File: config.mk
export PLATFORM = sky130hd
export DESIGN_NAME = tucanos_process_scheduler_flat
export DESIGN_NICKNAME = d
export VERILOG_FILES = /design/src/rtl/tucanos_process_scheduler_pkg.sv /design/src/rtl/tucanos_process_scheduler_if.sv /design/src/rtl/tucanos_process_scheduler_slot.sv /design/src/rtl/tucanos_process_scheduler.sv /design/src/flat_wrapper.sv
export SDC_FILE = /design/constraint.sdc
export NUM_CORES = 1
export LEC_CHECK = 0
export ABC_AREA = 1
export CAP_MARGIN = 20
export CORE_ASPECT_RATIO = 2
export CORE_UTILIZATION = 40
export DETAILED_ROUTE_END_ITERATION = 8
export GPL_ROUTABILITY_DRIVEN = 0
export SYNTH_ARGS = -nofsm -noshare
export SYNTH_HDL_FRONTEND = slang
export SYNTH_SLANG_ARGS = --single-unit
File: constraint.sdc
create_clock -name clock -period 1.5 [get_ports clock]
set_clock_uncertainty 0.05 [all_clocks]
set_input_delay 0.3 -clock clock [delete_from_list [all_inputs] [get_ports clock]]
set_output_delay 0.3 -clock clock [all_outputs]
set_load 0.02 [all_outputs]
File: src/rtl/tucanos_process_scheduler_pkg.sv
// Shared codes for the round-robin process scheduler: slot status, switch cause, FSM state.
package tucanos_sched_pkg;

    typedef enum logic [1:0] {
        SLOT_FREE    = 2'd0,
        SLOT_READY   = 2'd1,
        SLOT_WAITING = 2'd2,
        SLOT_HALTED  = 2'd3
    } slot_status_e;

    typedef enum logic [1:0] {
        CAUSE_QUANTUM  = 2'd0,
        CAUSE_WAIT     = 2'd1,
        CAUSE_HALT     = 2'd2,
        CAUSE_RESERVED = 2'd3
    } switch_cause_e;

    typedef enum logic [2:0] {
        ST_IDLE     = 3'd0,
        ST_SAVE     = 3'd1,
        ST_SEARCH   = 3'd2,
        ST_DISPATCH = 3'd3,
        ST_STALL    = 3'd4
    } sched_state_e;

    // The reserved cause code behaves like a quantum expiry.
    function automatic slot_status_e cause_to_status(input logic [1:0] cause);
        case (cause)
            CAUSE_WAIT: return SLOT_WAITING;
            CAUSE_HALT: return SLOT_HALTED;
            default:    return SLOT_READY;
        endcase
    endfunction

endpackage

File: src/rtl/tucanos_process_scheduler_if.sv
// Request/dispatch bundle between the OS context switcher and the scheduler.
// Optional TUCANOS_SCHED_STATS_EN adds the dispatch-counter read port.
interface tucanos_process_scheduler_if #(
    parameter int PC_WIDTH    = 12,
    parameter int INDEX_WIDTH = 2
);
    logic                   switch_request;
    logic [1:0]             switch_cause;
    logic [PC_WIDTH-1:0]    current_pc;
    logic                   create_valid;
    logic [INDEX_WIDTH-1:0] create_index;
    logic [PC_WIDTH-1:0]    create_pc;
    logic                   io_done;
    logic [INDEX_WIDTH-1:0] io_index;
    logic                   next_valid;
    logic [INDEX_WIDTH-1:0] next_index;
    logic [PC_WIDTH-1:0]    next_pc;
    logic [INDEX_WIDTH-1:0] current_index;
    logic                   busy;
    logic                   all_halted;
`ifdef TUCANOS_SCHED_STATS_EN
    logic [INDEX_WIDTH-1:0] stats_index;
    logic [7:0]             stats_count;
`endif

    modport master (
        output switch_request, switch_cause, current_pc,
        output create_valid, create_index, create_pc,
        output io_done, io_index,
`ifdef TUCANOS_SCHED_STATS_EN
        output stats_index,
        input  stats_count,
`endif
        input  next_valid, next_index, next_pc, current_index, busy, all_halted
    );

    modport slave (
        input  switch_request, switch_cause, current_pc,
        input  create_valid, create_index, create_pc,
        input  io_done, io_index,
`ifdef TUCANOS_SCHED_STATS_EN
        input  stats_index,
        output stats_count,
`endif
        output next_valid, next_index, next_pc, current_index, busy, all_halted
    );

endinterface

File: src/rtl/tucanos_process_scheduler_slot.sv
// One process slot: status and saved PC, updated with create > save > io_done priority.
module tucanos_sched_slot
    import tucanos_sched_pkg::*;
#(
    parameter int PC_WIDTH = 12
) (
    input  logic                clock,
    input  logic                reset_n,
    input  logic                create_en,
    input  logic [PC_WIDTH-1:0] create_pc,
    input  logic                save_en,
    input  slot_status_e        save_status,
    input  logic [PC_WIDTH-1:0] save_pc,
    input  logic                io_done_en,
    output slot_status_e        status,
    output logic [PC_WIDTH-1:0] pc
);

    always_ff @(posedge clock or negedge reset_n) begin
        if (!reset_n) begin
            status <= SLOT_FREE;
            pc     <= '0;
        end else if (create_en && status == SLOT_FREE) begin
            status <= SLOT_READY;
            pc     <= create_pc;
        end else if (save_en) begin
            pc <= save_pc;
            // An I/O completion landing on the save cycle wins over the new WAIT.
            if (io_done_en && save_status == SLOT_WAITING) status <= SLOT_READY;
            else                                           status <= save_status;
        end else if (io_done_en && status == SLOT_WAITING) begin
            status <= SLOT_READY;
        end
    end

endmodule

File: src/rtl/tucanos_process_scheduler.sv
// Round-robin process scheduler: saves the outgoing PC, scans for the next READY slot, dispatches it.
// Optional TUCANOS_SCHED_STATS_EN adds per-slot 8-bit saturating dispatch counters.
//
//   state    | meaning
//   IDLE     | waiting for a switch request
//   SAVE     | write back the outgoing slot (no write when current_index is 0)
//   SEARCH   | probe one slot per cycle for READY
//   DISPATCH | next_valid pulse, current_index takes the new process
//   STALL    | nothing READY; wait for an io_done to wake a slot
module tucanos_process_scheduler
    import tucanos_sched_pkg::*;
#(
    parameter int NUM_PROCS   = 3,
    parameter int PC_WIDTH    = 12,
    parameter int INDEX_WIDTH = 2
) (
    input  logic                       clock,
    input  logic                       reset_n,
    tucanos_process_scheduler_if.slave bus
);

    localparam int                     NUM_SLOTS = 2 ** INDEX_WIDTH;
    localparam logic [INDEX_WIDTH-1:0] LAST_SLOT = INDEX_WIDTH'(NUM_PROCS);

    sched_state_e           state;
    logic [INDEX_WIDTH-1:0] ptr;
    logic [INDEX_WIDTH-1:0] probes;
    logic [PC_WIDTH-1:0]    cap_pc;
    logic [1:0]             cap_cause;
    logic                   next_valid_r;
    logic [INDEX_WIDTH-1:0] next_index_r;
    logic [PC_WIDTH-1:0]    next_pc_r;
    logic [INDEX_WIDTH-1:0] cur_index_r;
    logic                   busy_r;
    slot_status_e           save_status;
    slot_status_e           slot_status [NUM_SLOTS];
    logic [PC_WIDTH-1:0]    slot_pc     [NUM_SLOTS];
    logic                   io_wake;
    logic                   any_halted;
    logic                   any_live;

    function automatic logic [INDEX_WIDTH-1:0] next_slot(input logic [INDEX_WIDTH-1:0] idx);
        return (idx >= LAST_SLOT) ? INDEX_WIDTH'(1) : idx + INDEX_WIDTH'(1);
    endfunction

    assign save_status = cause_to_status(cap_cause);

    // Index 0 and indices beyond NUM_PROCS read as permanently FREE.
    for (genvar i = 0; i < NUM_SLOTS; i++) begin : g_slot
        if (i >= 1 && i <= NUM_PROCS) begin : g_real
            tucanos_sched_slot #(.PC_WIDTH(PC_WIDTH)) u_slot (
                .clock       (clock),
                .reset_n     (reset_n),
                .create_en   (bus.create_valid && bus.create_index == INDEX_WIDTH'(i)),
                .create_pc   (bus.create_pc),
                .save_en     (state == ST_SAVE && cur_index_r == INDEX_WIDTH'(i)),
                .save_status (save_status),
                .save_pc     (cap_pc),
                .io_done_en  (bus.io_done && bus.io_index == INDEX_WIDTH'(i)),
                .status      (slot_status[i]),
                .pc          (slot_pc[i])
            );
        end else begin : g_tie
            assign slot_status[i] = SLOT_FREE;
            assign slot_pc[i]     = '0;
        end
    end

    assign io_wake = bus.io_done && slot_status[bus.io_index] == SLOT_WAITING;

    always_comb begin
        any_halted = 1'b0;
        any_live   = 1'b0;
        for (int i = 0; i < NUM_SLOTS; i++) begin
            if (slot_status[i] == SLOT_HALTED)   any_halted = 1'b1;
            else if (slot_status[i] != SLOT_FREE) any_live  = 1'b1;
        end
    end

    always_ff @(posedge clock or negedge reset_n) begin
        if (!reset_n) begin
            state        <= ST_IDLE;
            ptr          <= '0;
            probes       <= '0;
            cap_pc       <= '0;
            cap_cause    <= '0;
            next_valid_r <= 1'b0;
            next_index_r <= '0;
            next_pc_r    <= '0;
            cur_index_r  <= '0;
            busy_r       <= 1'b0;
        end else begin
            next_valid_r <= 1'b0;
            case (state)
                ST_IDLE: begin
                    if (bus.switch_request) begin
                        cap_pc    <= bus.current_pc;
                        cap_cause <= bus.switch_cause;
                        ptr       <= next_slot(cur_index_r);
                        probes    <= INDEX_WIDTH'(1);
                        busy_r    <= 1'b1;
                        state     <= ST_SAVE;
                    end
                end
                ST_SAVE: state <= ST_SEARCH;
                ST_SEARCH: begin
                    if (slot_status[ptr] == SLOT_READY) begin
                        next_valid_r <= 1'b1;
                        next_index_r <= ptr;
                        next_pc_r    <= slot_pc[ptr];
                        state        <= ST_DISPATCH;
                    end else if (probes == LAST_SLOT) begin
                        cur_index_r <= '0;
                        state       <= ST_STALL;
                    end else begin
                        ptr    <= next_slot(ptr);
                        probes <= probes + INDEX_WIDTH'(1);
                    end
                end
                ST_DISPATCH: begin
                    cur_index_r <= next_index_r;
                    busy_r      <= 1'b0;
                    state       <= ST_IDLE;
                end
                ST_STALL: begin
                    if (io_wake) begin
                        next_valid_r <= 1'b1;
                        next_index_r <= bus.io_index;
                        next_pc_r    <= slot_pc[bus.io_index];
                        state        <= ST_DISPATCH;
                    end
                end
                default: begin
                    busy_r <= 1'b0;
                    state  <= ST_IDLE;
                end
            endcase
        end
    end

    assign bus.next_valid    = next_valid_r;
    assign bus.next_index    = next_index_r;
    assign bus.next_pc       = next_pc_r;
    assign bus.current_index = cur_index_r;
    assign bus.busy          = busy_r;
    assign bus.all_halted    = any_halted && !any_live;

`ifdef TUCANOS_SCHED_STATS_EN
    logic [7:0] dispatch_count [NUM_SLOTS];

    always_ff @(posedge clock or negedge reset_n) begin
        if (!reset_n) begin
            for (int i = 0; i < NUM_SLOTS; i++) dispatch_count[i] <= '0;
        end else begin
            for (int i = 0; i < NUM_SLOTS; i++) begin
                if (bus.create_valid && bus.create_index == INDEX_WIDTH'(i) &&
                    slot_status[i] == SLOT_FREE)
                    dispatch_count[i] <= '0;
                else if (state == ST_DISPATCH && next_index_r == INDEX_WIDTH'(i) &&
                         dispatch_count[i] != 8'hFF)
                    dispatch_count[i] <= dispatch_count[i] + 8'd1;
            end
        end
    end

    assign bus.stats_count = dispatch_count[bus.stats_index];
`endif

endmodule

File: src/flat_wrapper.sv
// flat-port wrapper written by rule: the top's interface ports become plain ports
module tucanos_process_scheduler_flat import tucanos_sched_pkg::*;
#(
    parameter int NUM_PROCS   = 3,
    parameter int PC_WIDTH    = 12,
    parameter int INDEX_WIDTH = 2
)
  (clock, reset_n, bus_switch_request, bus_switch_cause, bus_current_pc, bus_create_valid, bus_create_index, bus_create_pc, bus_io_done, bus_io_index, bus_next_valid, bus_next_index, bus_next_pc, bus_current_index, bus_busy, bus_all_halted);
  tucanos_process_scheduler_if #(.PC_WIDTH(PC_WIDTH), .INDEX_WIDTH(INDEX_WIDTH)) bus_i ();
  input  logic clock;
  input  logic reset_n;
  input wire logic [$bits(bus_i.switch_request)-1:0] bus_switch_request;
  input wire logic [$bits(bus_i.switch_cause)-1:0] bus_switch_cause;
  input wire logic [$bits(bus_i.current_pc)-1:0] bus_current_pc;
  input wire logic [$bits(bus_i.create_valid)-1:0] bus_create_valid;
  input wire logic [$bits(bus_i.create_index)-1:0] bus_create_index;
  input wire logic [$bits(bus_i.create_pc)-1:0] bus_create_pc;
  input wire logic [$bits(bus_i.io_done)-1:0] bus_io_done;
  input wire logic [$bits(bus_i.io_index)-1:0] bus_io_index;
  output wire logic [$bits(bus_i.next_valid)-1:0] bus_next_valid;
  output wire logic [$bits(bus_i.next_index)-1:0] bus_next_index;
  output wire logic [$bits(bus_i.next_pc)-1:0] bus_next_pc;
  output wire logic [$bits(bus_i.current_index)-1:0] bus_current_index;
  output wire logic [$bits(bus_i.busy)-1:0] bus_busy;
  output wire logic [$bits(bus_i.all_halted)-1:0] bus_all_halted;
  assign bus_i.switch_request = bus_switch_request;
  assign bus_i.switch_cause = bus_switch_cause;
  assign bus_i.current_pc = bus_current_pc;
  assign bus_i.create_valid = bus_create_valid;
  assign bus_i.create_index = bus_create_index;
  assign bus_i.create_pc = bus_create_pc;
  assign bus_i.io_done = bus_io_done;
  assign bus_i.io_index = bus_io_index;
  assign bus_next_valid = bus_i.next_valid;
  assign bus_next_index = bus_i.next_index;
  assign bus_next_pc = bus_i.next_pc;
  assign bus_current_index = bus_i.current_index;
  assign bus_busy = bus_i.busy;
  assign bus_all_halted = bus_i.all_halted;
  tucanos_process_scheduler #(.NUM_PROCS(NUM_PROCS), .PC_WIDTH(PC_WIDTH), .INDEX_WIDTH(INDEX_WIDTH)) u_core (.clock(clock), .reset_n(reset_n), .bus(bus_i));
endmodule
==> impl_metrics.yaml <==
critical_path:
  path_class: "flip-flop to primary output"
  reg2reg_from: "u_core.g_slot[3].g_real.u_slot.status[1]$_DFFE_PN0P_"
  crit_buf_inv: 2
  cp_data_arrival_time_ns: 1.53
  crit_path_end_kind: "primary output"
  cp-startpoint: "u_core.g_slot[1].g_real.u_slot.status[0]$_DFFE_PN0P_"
  required_ns: 1.15
  worstPathMaxFanout: 2
  slowest_delay_ns: 0.36
  crit_slowest_cell: "dfrtp_1"
  cpLargestDelayFamily: "flip-flops"
  critical_path.cell_chain: "inv_2 > ha_1 > a21oi_2 > o31ai_2 > nor3_2 > buf_4"
  startpoint_type: "flip-flop"
run_status:
  status: "complete, but fails checks"
  violations: "setup timing"
cts:
  cts_tree: "done"
  cts.sink_count: 81
  htree_levels: 3
  clk_pin_slew_ns: 0.06
  clock_latency_ns: 0.34
  cts-root-buf: "clkbuf_16"
  cts_made_buffers: 9
  clk_path_buf_depth: 2
routing:
  drtIter0Drc: 228
  vias: 4489
  antenna_left: 0
  wirelength_um: 13900
  wl_per_cell_um: 16.1
  drt_pre_antenna_iters: 5
  drcViolationCount: 0
  viasPerCell: 5.20
die:
  core_area_um2: 10900
  die-area_um2: 11600
  num_io_pins: 54
  die_y_um: 151
  initial_utilization_pct: 40.9
  die_x_um: 76.6
  rows: 54
sta:
  tightest_slew_ns: 0.466
  slew_headroom_pct: 69.0
  grt_setup_unrepaired: "yes"
  final_max_slew_viol_count: 0
  hold_viol: 0
  whs_ns: 0.421
  layout_setup_ws_ns: -0.378
  period_share_pct: 125
  final.min_clock_period_ns: 1.88
  timing.setup.tns_ns: -1.51
  max_freq_ghz: 0.533
  setup_viol: 23
logic_synthesis:
  synthTopCellsByArea: "dfrtp_1 46%, nand2_1 17%, nand3_1 7.6%"
  synthDistinctLibCells: 30
  async_flop_share_pct: 100
  synth_edf_count: 0
  syn_nets: 630
  yosysTopAreaCell: "dfrtp_1"
  syn-cell-area_um2: 4450
  ys_warn_count: 0
  synth_seq_area_share_pct: 45.5
  syn_inst: 585
  avgSynthCellArea_um2: 7.61
  yosysTopAreaCellShare_pct: 45.5
  ys.flop_type: "dfrtp_1"
  synth-seq-cells: 81
place:
  io_buffers: 53
  dp_hpwl_um: 9840
  placed_cell_area_um2: 5730
  pre_cts_ws_ns: -0.508
power:
  power_density_nw_per_um2: 1780
  power_leakage_nw: 3.34
  ir_drop_mv: 0.986
layout:
  syn_to_final_growth_pct: 53.3
  final_area_um2: 6820
  most-common-layout-cells: "163 x nand2_1, 78 x dfrtp_1, 50 x buf_4"
  nNetsFinal: 764
  drive_gt1_share_pct: 32.8
  final_common_cell: "nand2_1"
  antenna_cells: 0
global_route:
  grt_max_degree: 32
  grt_pass1_vias: 4575
  grt_overflow: 0
  grt_antenna_before_repair: 0
  grt_usage_pct: 24.5
  grt_pass1_wl_um: 21900
job:
  drv_cap: 0
hold_path:
  holdCritPathClass: "primary input to async pin"
==> path summary, 6_finish.rpt <==
check | to | slack, ns | cells past startpoint
max | bus_all_halted | -0.38 | 6
max reg2reg | u_core.bus.current_index[1]$_DFFE_PN0P_ | -0.10 | 12
max in group asynchronous | u_core.g_slot[3].g_real.u_slot.pc[9]$_DFFE_PN0P_ | 0.46 | 3
min in group clock | u_core.bus.busy$_DFFE_PN0P_ | 0.43 | 2
min reg2reg | u_core.bus.busy$_DFFE_PN0P_ | 0.43 | 2
min | u_core.g_slot[2].g_real.u_slot.status[1]$_DFFE_PN0P_ | 0.42 | 2
==> stage by stage <==
step / utilization, % / instances / total power [mW]
after floorplan: - / 585 / 6.56
after global placement: 52.6 / 831 / 8.55
after detailed placement: 52.6 / 831 / 8.72
after CTS: 57.3 / 853 / 11.2
after global routing: 62.7 / 863 / 13.0
final: 62.7 / 863 / 12.2
==> cell usage after synthesis, types with 2 or more instances <==
cell	number
mux2_2	5
nor2_2	2
ha_1	10
nand4_1	8
nand3_1	68
o211ai_1	14
buf_6	3
nand2_1	205
nand2_2	4
buf_2	9
o21ai_1	2
buf_4	3
o21ai_0	31
inv_1	53
nor2_4	2
clkbuf_1	5
nand3_2	2
dfrtp_1	81
a21oi_1	23
inv_2	5
nor2_1	31
o21ai_2	2
o221ai_1	10
==> state kept, by name, summed over array words and instances, names as in the netlist <==
| signal | cells |
|---|---|
| u_core.bus.busy | 1 |
| u_core.g_slot.g_real.u_slot.status | 6 |
| u_core.bus.current_index | 2 |
| u_core.state | 3 |
| u_core.bus.next_index | 2 |
| u_core.bus.next_pc | 12 |
| u_core.cap_cause | 2 |
| u_core.ptr | 2 |
| u_core.bus.next_valid | 1 |
| u_core.probes | 2 |
| u_core.g_slot.g_real.u_slot.pc | 36 |
| u_core.cap_pc | 12 |
==> kinds of logic after synthesis <==
family	after synthesis	synth area share (%)
and+or+nand+nor	325	31.2
buffers and inverters	79	7.67
DFF	81	45.5
muxes	5	1.26
adders and majority gates	10	2.81
AOI/OAI and AO/OA	85	11.5
==> where the power goes <==
part / leakage, nW / switching, mW / internal (mW) / total (mW)
combinational: 2.19 / 3.34 / 2.70 / 6.05
sequential: 1.01 / 0.738 / 3.15 / 3.89
clock: 0.142 / 0.886 / 1.33 / 2.22
==> cell type report <==
type,count,area [um2]
repair buffers,142,1490
clock inverters,4,51.3
well taps,140,175
multi-input cells,426,2600
flip-flops and latches,81,2030
inverters,59,234
clock buffers,11,243
fillers,968,4060
==> worst reg2reg max path: cells and delay by family (launching register included) <==
family	cells	cell delay (ns)
buffers and inverters	4	0.46
AND/OR/NAND/NOR	8	0.57
flip-flops	1	0.39
==> what timing repair did <==
action / CTS / global route
setup endpoints to repair: 58 / 69
setup buffers: 5 / 10
gates cloned: 1 / 3
pin swaps: 19 / 39
hold endpoints to repair: 29 / 0
gates resized for setup: 77 / 129
hold buffers: 1 / 0
==> layer usage <==
layer / vias up / track usage (%) / share of wire, %
li1: 2190 / - / -
met4: 0 / 12.3 / 2.7
met1: 2138 / 26.4 / 38
met2: 133 / 46.4 / 55
met5: - / 0 / 0
met3: 28 / 3.01 / 4.1
Power figures use the tool's default switching activity.
